$ cat src/rtl/stream_frame_sink_pkg.sv
// Shared types and state encoding for the stream frame sink.
package stream_frame_sink_pkg;

    localparam logic [1:0] SINK_IDLE = 2'd0;
    localparam logic [1:0] SINK_CAPT = 2'd1;
    localparam logic [1:0] SINK_FULL = 2'd2;

    // Network payload word: 24-bit mantissa field above an 8-bit exponent field.
    typedef struct packed {
        logic [23:0] mant;
        logic [7:0]  expo;
    } float_24_8_t;

    localparam int unsigned FLOAT_24_8_W = $bits(float_24_8_t);

endpackage

$ cat src/rtl/stream_rdy_throttle.sv
// Periodic ready throttle: one slot every (stall_period+1) cycles.
module stream_rdy_throttle #(
    parameter int unsigned CNT_W = 16
) (
    input  logic             i_clk,
    input  logic             i_reset,
    input  logic [CNT_W-1:0] i_stall_period,
    output logic             o_slot_ok
);

    logic [CNT_W-1:0] r_thr_cnt;
    logic [CNT_W-1:0] r_period;
    logic [CNT_W-1:0] w_thr_cnt_d;
    logic             w_wrap;

    // The period is latched at each wrap so a change only applies from the next wrap.
    assign w_wrap      = (r_thr_cnt == r_period);
    assign w_thr_cnt_d = w_wrap ? '0 : r_thr_cnt + CNT_W'(1);

    always_ff @(posedge i_clk) begin
        if (!i_reset) begin
            r_thr_cnt <= '0;
            r_period  <= '0;
        end else begin
            r_thr_cnt <= w_thr_cnt_d;
            if (w_wrap) begin
                r_period <= i_stall_period;
            end
        end
    end

    // Next-cycle slot, so the registered rdy in the parent lines up with thr_cnt==0.
    assign o_slot_ok = (w_thr_cnt_d == '0);

endmodule

$ cat src/rtl/stream_frame_sink.sv
// Receive end of the vld/rdy/fst word stream: captures one frame, then serves host reads.
module stream_frame_sink
    import stream_frame_sink_pkg::*;
#(
    parameter int unsigned DATA_W    = FLOAT_24_8_W,
    parameter int unsigned FRAME_LEN = 36,
    parameter int unsigned ADDR_W    = 6,
    parameter int unsigned CNT_W     = 16
) (
    input  logic              i_clk,
    input  logic              i_reset,
    input  logic [DATA_W-1:0] i_in_data,
    input  logic              i_in_vld,
    input  logic              i_in_fst,
    output logic              o_in_rdy,
    input  logic [CNT_W-1:0]  i_stall_period,
    input  logic              i_rd_en,
    input  logic [ADDR_W-1:0] i_rd_addr,
    output logic [DATA_W-1:0] o_rd_data,
    output logic              o_rd_vld,
    input  logic              i_release,
    output logic              o_buf_full,
    output logic              o_frame_done,
    output logic [CNT_W-1:0]  o_frame_count,
    output logic              o_fst_err,
    output logic              o_sync_err,
    input  logic              i_err_clr
);

    localparam logic [ADDR_W-1:0] L_LAST_PTR = ADDR_W'(FRAME_LEN - 1);
    localparam logic [ADDR_W:0]   L_LEN      = (ADDR_W + 1)'(FRAME_LEN);

    logic [1:0]        r_state;
    logic [1:0]        w_state_d;
    logic [ADDR_W-1:0] r_wr_ptr;
    logic [ADDR_W-1:0] w_wr_ptr_d;
    logic              r_in_rdy;
    logic              r_frame_done;
    logic [CNT_W-1:0]  r_frame_count;
    logic              r_fst_err;
    logic              r_sync_err;
    logic              r_rd_vld;
    logic [DATA_W-1:0] r_rd_data;
    logic [DATA_W-1:0] r_mem [0:FRAME_LEN-1];

    logic              w_slot_ok;
    logic              w_acc;
    logic              w_wr_en;
    logic [ADDR_W-1:0] w_wr_addr;
    logic              w_done;
    logic              w_fst_set;
    logic              w_sync_set;
    logic              w_rd_in_range;

    stream_rdy_throttle #(
        .CNT_W (CNT_W)
    ) u_throttle (
        .i_clk          (i_clk),
        .i_reset        (i_reset),
        .i_stall_period (i_stall_period),
        .o_slot_ok      (w_slot_ok)
    );

    assign w_acc = i_in_vld & r_in_rdy;

    always_comb begin
        w_state_d  = r_state;
        w_wr_ptr_d = r_wr_ptr;
        w_wr_en    = 1'b0;
        w_wr_addr  = r_wr_ptr;
        w_done     = 1'b0;
        w_fst_set  = 1'b0;
        w_sync_set = 1'b0;
        case (r_state)
            SINK_IDLE: begin
                if (w_acc) begin
                    if (i_in_fst) begin
                        w_wr_en    = 1'b1;
                        w_wr_addr  = '0;
                        w_wr_ptr_d = ADDR_W'(1);
                        w_state_d  = SINK_CAPT;
                    end else begin
                        w_sync_set = 1'b1;
                    end
                end
            end
            SINK_CAPT: begin
                if (w_acc) begin
                    w_wr_en = 1'b1;
                    if (i_in_fst) begin
                        // Resync on the new fst; the partial frame is abandoned.
                        w_fst_set  = 1'b1;
                        w_wr_addr  = '0;
                        w_wr_ptr_d = ADDR_W'(1);
                    end else if (r_wr_ptr == L_LAST_PTR) begin
                        w_wr_ptr_d = '0;
                        w_done     = 1'b1;
                        w_state_d  = SINK_FULL;
                    end else begin
                        w_wr_ptr_d = r_wr_ptr + ADDR_W'(1);
                    end
                end
            end
            SINK_FULL: begin
                if (i_release) begin
                    w_state_d = SINK_IDLE;
                end
            end
            default: begin
                w_state_d  = SINK_IDLE;
                w_wr_ptr_d = '0;
            end
        endcase
    end

    always_ff @(posedge i_clk) begin
        if (!i_reset) begin
            r_state       <= SINK_IDLE;
            r_wr_ptr      <= '0;
            r_in_rdy      <= 1'b0;
            r_frame_done  <= 1'b0;
            r_frame_count <= '0;
            r_fst_err     <= 1'b0;
            r_sync_err    <= 1'b0;
        end else begin
            r_state      <= w_state_d;
            r_wr_ptr     <= w_wr_ptr_d;
            r_in_rdy     <= w_slot_ok & (w_state_d != SINK_FULL);
            r_frame_done <= w_done;
            if (w_done) begin
                r_frame_count <= r_frame_count + CNT_W'(1);
            end
            // A set in the same cycle as err_clr wins.
            if (w_fst_set) begin
                r_fst_err <= 1'b1;
            end else if (i_err_clr) begin
                r_fst_err <= 1'b0;
            end
            if (w_sync_set) begin
                r_sync_err <= 1'b1;
            end else if (i_err_clr) begin
                r_sync_err <= 1'b0;
            end
        end
    end

    always_ff @(posedge i_clk) begin
        if (w_wr_en) begin
            r_mem[w_wr_addr] <= i_in_data;
        end
    end

    assign w_rd_in_range = ({1'b0, i_rd_addr} < L_LEN);

    always_ff @(posedge i_clk) begin
        if (!i_reset) begin
            r_rd_vld  <= 1'b0;
            r_rd_data <= '0;
        end else begin
            r_rd_vld <= i_rd_en;
            if (i_rd_en) begin
                r_rd_data <= w_rd_in_range ? r_mem[i_rd_addr] : '0;
            end
        end
    end

    assign o_in_rdy      = r_in_rdy;
    assign o_rd_data     = r_rd_data;
    assign o_rd_vld      = r_rd_vld;
    assign o_buf_full    = (r_state == SINK_FULL);
    assign o_frame_done  = r_frame_done;
    assign o_frame_count = r_frame_count;
    assign o_fst_err     = r_fst_err;
    assign o_sync_err    = r_sync_err;

endmodule
$ cat config.mk
export PLATFORM = sky130hd
export DESIGN_NAME = stream_frame_sink
export DESIGN_NICKNAME = d
export VERILOG_FILES = /design/src/rtl/stream_frame_sink_pkg.sv /design/src/rtl/stream_rdy_throttle.sv /design/src/rtl/stream_frame_sink.sv
export SDC_FILE = /design/constraint.sdc
export NUM_CORES = 1
export LEC_CHECK = 0
export ABC_AREA = 1
export BUFFER_PORTS_ARGS = -buffer_cell sky130_fd_sc_hd__buf_2
export CORE_MARGIN = 4
export CORE_UTILIZATION = 45
export DETAILED_ROUTE_END_ITERATION = 16
export MAX_ROUTING_LAYER = met4
export PLACE_DENSITY_LB_ADDON = 0.25
export REMOVE_ABC_BUFFERS = 1
export SYNTH_ARGS = -nofsm -noshare
export SYNTH_HDL_FRONTEND = slang
export SYNTH_SLANG_ARGS = --single-unit
$ cat constraint.sdc
create_clock -name i_clk -period 8.2 [get_ports i_clk]
set_input_delay 0.82 -clock i_clk [delete_from_list [all_inputs] [get_ports i_clk]]
set_output_delay 0.82 -clock i_clk [all_outputs]
set_load 0.02 [all_outputs]
; ---- Word-level counts from Yosys, hierarchy flattened
; Memory sizes are Yosys's and may differ from the RTL's.
; Index checks and enable logic that the tools add are counted.
[op_classes]
add_sub_neg = 3
magnitude_cmp = 1
n_eq_ne = 8
muxes = 35
bitwise = 3
n_reduce_logical = 6
[ops]
columns = op, n
row1 = 6-bit 2-to-1 mux, 8
row2 = "16-bit by 1-bit adder with 16-bit output, second input constant", 2
row3 = 32-bit 2-to-1 mux, 1
row4 = 6-bit case mux with 3 select lines, 1
row5 = 16-bit equality test, 1
row6 = 16-bit logical NOT, 1
row7 = 1-bit 2-to-1 mux, 16
row8 = 16-bit 2-to-1 mux, 1
row9 = 2-bit 2-to-1 mux, 6
row10 = "2-bit inequality test, second input constant", 4
row11 = "6-bit by 1-bit adder with 6-bit output, second input constant", 1
row12 = "6-bit equality test, second input constant", 1
row13 = "6-bit < comparator, second input constant", 1
row14 = 2-bit case mux with 3 select lines, 1
row15 = 4-bit AND reduction, 1
row16 = 2-bit nonzero test, 2
row17 = 1-bit bitwise AND, 2
row18 = "2-bit by 1-bit equality test with 1-bit output, second input constant", 1
row19 = "2-bit equality test, second input constant", 1
row20 = 2-bit logical NOT, 1
row21 = 1-bit case mux with 2 select lines, 1
row22 = 2-bit OR reduction, 1
row23 = 1-bit NOT, 1
[totals]
register_bits = 93
ram_bits = 1152
inputBits = 61
output_inout_bits = 54
word_cells = 68
mem_count = 1
[memory_table]
columns = name, depth, word_bits, rd, rd_clocked_by_memory_dff, wr, line_no
row1 = r_mem, 36, 32, 1, 0, 1, stream_frame_sink.sv:44  ; logic [DATA_W-1:0] r_mem [0:FRAME_LEN-1];

; ---- Depth between registers and ports, before layout
[depth]
ltp_word = 7
mapped_depth = 15
depth_no_buf = 12

; ---- Cells and area by module
; From an unflattened synthesis, not the netlist that was laid out.
[hier_totals]
cells_unflattened = 4897
hier_area_um2 = 52150.0
[by_module_without_submodules]
columns = mod, n_inst, cells_each, area_per_inst_um2, seq_area_each_um2
row1 = stream_frame_sink, 1, 4616, 50410.8, 35814.3
row2 = stream_rdy_throttle, 1, 281, 1739.2, 640.6

; ---- Worst setup path after synthesis
; Ideal clock, no wire load.
[synth_path]
path_kind = input port to flip-flop
startpoint = in i_in_vld
endpoint = mem r_mem[17][0] in the netlist's numbering, enable pin
setup_time_ns = 0.502
arrival_time_ns = 4.832
t_required_ns = 7.698
path_slack_ns = 2.866
cell_stages = 8
n_path_buf = 0
path_cell_list = nand2_1 > nor2_1 > inv_1 > nor2_1 > nor2_1 > inv_1 > nand4_1 > nor4_1
[synth_between]
elab_chain_cells = 5
word_cells_on_any_way = 8
cone_classes = mux: 7 / bitwise: 1
[synth_rtl]
columns = element, line_no
row1 = from (decl), stream_frame_sink.sv:13  ; input logic i_in_vld,
row2 = 1-bit bitwise AND (*), stream_frame_sink.sv:64  ; assign w_acc = i_in_vld & r_in_rdy;
row3 = 1-bit 2-to-1 mux, stream_frame_sink.sv:88  ; if (w_acc) begin
row4 = 1-bit case mux with 2 select lines, stream_frame_sink.sv:74  ; case (r_state)
row5 = 1-bit 2-to-1 mux, stream_frame_sink.sv:148  ; if (w_wr_en) begin
row6 = 1-bit 2-to-1 mux (not written as such), stream_frame_sink.sv:149  ; r_mem[w_wr_addr] <= i_in_data;
row7 = to (decl), stream_frame_sink.sv:44
; Every way passes the cells marked *; elsewhere a longest branch is shown, timed or not.

; ---- Worst setup path after layout
[layout_path]
startpoint = reg r_in_rdy (netlist: o_in_rdy)
endpoint = mem r_mem[25][16] in the netlist's numbering, enable pin
[layout_between]
elab_chain_cells = 5
word_cells_on_any_way = 8
cone_classes = mux: 7 / bitwise: 1
[layout_rtl]
columns = element, line_no
row1 = from (decl), stream_frame_sink.sv:37  ; logic r_in_rdy;
row2 = from (signal assigned), stream_frame_sink.sv:128  ; r_in_rdy <= w_slot_ok & (w_state_d != SINK_FULL);
row3 = 1-bit bitwise AND (*), stream_frame_sink.sv:64
row4 = 1-bit 2-to-1 mux, stream_frame_sink.sv:88
row5 = 1-bit case mux with 2 select lines, stream_frame_sink.sv:74
row6 = 1-bit 2-to-1 mux, stream_frame_sink.sv:148
row7 = 1-bit 2-to-1 mux (not written as such), stream_frame_sink.sv:149
; Marked as above.

==> results.yml <==
yosys:
  ys.flop_type: "edfxtp_1"
  netlist_instances: 4309
  async_reset_ff_share_pct: 0
  netlist_top_cells_area: "edfxtp_1 69%, nor2_1 6.7%, o21ai_0 5.3%, nand2_1 4.7%, dfxtp_1 3.7%"
  yosysTopAreaCell: "edfxtp_1"
  syn_area_per_cell_sq_um: 11.6
  seq_area_frac_synth_pct: 72.6
  synth_edf_count: 1152
  ys_ff_latch: 1245
  synth_top_area_share_pct: 68.9
  ys.warnings.count: 0
  syn-cell-area_sq_um: 50200
  synth_cell_types: 34
timing:
  worst_slack_ns: 4.69
  post-route-period-util_pct: 42.8
  slew_violations: 0
  final_hold_viol_count: 0
  timing.fmax_ghz: 0.285
  maxSlewHeadroom_pct: 12.2
  setup_tns_ns: 0
  worst_slew_pin_slew_ns: 1.31
  setup_violations: 0
  rsz0062_at_grt: "no"
  period_minus_slack_ns: 3.51
  clock_skew_ns: 0.0202
route:
  dr.pass1.iters: 5
  routedWlPerCell_microns: 23.0
  viasPerCell: 5.58
  num_vias: 33300
  dr.first_iter.drc_count: 3957
  remaining_drc_errors: 0
  antenna_left: 0
  drt-total-wl_microns: 137000
clock_network:
  cts_tree: "done"
  root_buffer: "clkbuf_16"
  cts_resized: 0
  h-tree-depth: 4
  clk-insertion-delay-late_ns: 0.74
  clk_path_buf_depth: 3
  cts_buffers: 133
  hold_buffers: 0
  cts.sinks: 1245
  clkTransAtPathRegs_ns: 0.05
  postCtsSetupBuffers: 0
worst_setup_path:
  cp_common_cell: "nor2_1"
  path_cells: "nand2_1, nor2_1, inv_1, nor2_1, nor2_1, inv_1, nand4_1, nor2_4, buf_4"
  worstReg2RegStart: "o_in_rdy"
  critPathCaptureType: "flip-flop"
  worst-path-buf-inv: 3
  cp.required_ns: 8.55
  cp.arrival_ns: 3.86
  worstSetupPathType: "reg2reg"
  critPathSlowestCell: "nor2_4"
  startpoint_type: "flip-flop"
  cpLargestDelayFamily: "simple AND/OR/NAND/NOR gates"
  worst_r2r_endpoint: "r_mem[25][16]"
  cpPeakStageDelay_ns: 0.76
  worst_r2r_path_depth: 9
  path_max_fanout: 18
  rrSetupSlack_ns: 4.69
global_routing:
  grt-ovfl-total: 0
  antenna_found_initial: 3
  grt_max_degree: 202
  grt_pass1_wl_microns: 201000
  first_global_vias: 31100
  globalRouteTotalUtil_pct: 23.8
floorplan:
  die_width_microns: 342
  rows: 122
  fp.dieH_microns: 342
  top_level_ports: 115
  start_util_pct: 45.4
  dieArea_sq_um: 117000
  core_area_sq_um: 111000
finish:
  nNetsFinal: 4429
  design_area_sq_um: 56500
  mostFrequentLayoutCells: "1152 x edfxtp_1, 853 x nor2_1, 622 x nand2_1, 534 x o21ai_0, 190 x nand3_1"
  utilization_pct: 51.1
  final_common_cell: "edfxtp_1"
  area_growth_pct: 12.6
  antenna_cells: 0
  drive_gt1_share_pct: 9.91
power:
  powerDensity_nw_per_um2: 242
  vdd_drop_max_uv: 194
  p_leak_nw: 19.3
  power.total_mw: 13.7
min_path:
  whs_endpoint: "o_rd_vld"
  hold_class: "in2reg"
  worstHoldStart: "i_rd_en"
  hold-path-cell-count: 3
run_status:
  outcome: "complete, no violations"
flow_run:
  cap_violations: 0
placement:
  numPortBuffers: 114
  placed_area_sq_um: 52300
  pre_cts_slack_ns: 4.09
  dp_hpwl_microns: 68700
  gp_congestion: 0.821
## registers in the layout (all words and copies together) (netlist names)
register              cells
o_frame_count            16
o_frame_done              1
o_fst_err                 1
o_in_rdy                  1
o_rd_data                32
o_rd_vld                  1
o_sync_err                1
r_mem                  1152
r_state                   2
r_wr_ptr                  6
u_throttle.r_period      16
u_throttle.r_thr_cnt     16
## cell families (layout without fill, tap and decap cells)
group                    Yosys count  after routing  synth area share, %
XOR/XNOR                          18             18                0.314
buffers and inverters            400            563                 3.38
AO/OA/AOI/OAI                    858            858                 9.44
adder cells (fa/ha/maj)            3              3               0.0748
AND/OR/NAND/NOR                 1785           1785                 14.2
flip-flops                      1245           1245                 72.6
## power by group
| group | switching (mW) | internal, mW | total (mW) |
|---|---|---|---|
| Combinational | 0.629 | 0.227 | 0.856 |
| Clock | 2.44 | 3.40 | 5.84 |
| Sequential | 0.0320 | 6.98 | 7.01 |
| Total | 3.10 | 10.6 | 13.7 |
## routing by layer
metal / wire (microns) / share of wire, % / GRT usage (%)
met3: 10100 / 7.4 / 3.68
met2: 65400 / 48 / 37.6
met5: 0 / 0 / -
met1: 57900 / 42 / 32.0
met4: 3880 / 2.8 / 7.54
## worst max path at each step
stage / depth (start not counted) / slack [ns] / end / start
after detailed placement: 11 / 4.09 / o_rd_data[3] / i_rd_addr[0]
after CTS: 9 / 4.68 / r_mem[25][16] / o_in_rdy
after floorplan: 9 / 2.64 / o_rd_data[11] / i_rd_addr[0]
after global placement: 13 / 4.10 / o_rd_data[3] / i_rd_addr[0]
final: 9 / 4.69 / r_mem[25][16] / o_in_rdy
after global routing: 9 / 4.49 / r_mem[25][16] / o_in_rdy
## through the flow
stage | cells | hold slack, ns
3_5_place_dp | 5718 | 0.454
6_report | 5960 | 0.304
5_1_grt | 5960 | 0.292
2_1_floorplan | 4051 | 0.443
3_3_place_gp | 5718 | 0.450
4_1_cts | 5960 | 0.260
## cell usage after synthesis (4+ instances only)
master / n
nor3_1: 31
a31oi_1: 14
o211ai_1: 128
buf_4: 22
inv_1: 138
nor2_1: 890
nand2_1: 622
o21ai_1: 34
clkbuf_1: 126
buf_2: 71
o22ai_1: 12
dfxtp_1: 93
a21oi_1: 109
or2_2: 32
nand3_1: 190
xnor2_1: 4
xor2_1: 14
buf_1: 36
edfxtp_1: 1152
nor4_1: 9
o221ai_1: 20
nand4_1: 9
o21ai_0: 534
## worst reg2reg max path, stage by stage, from the launching register on
cell and delay [ns]:
dfxtp_1 0.34, nand2_1 0.14, nor2_1 0.21, inv_1 0.08, nor2_1 0.37, nor2_1 0.13
inv_1 0.10, nand4_1 0.43, nor2_4 0.76, buf_4 0.51
## layout make-up
cell class	instances	area, sq um
multi-input cells	2664	12300
well taps	1488	1860
flip-flops and latches	1245	36500
fillers	9455	54100
inverters	142	547
clock inverters	65	607
repair buffers	179	1110
clock buffers	177	3620
(Power assumes the default switching activity.)
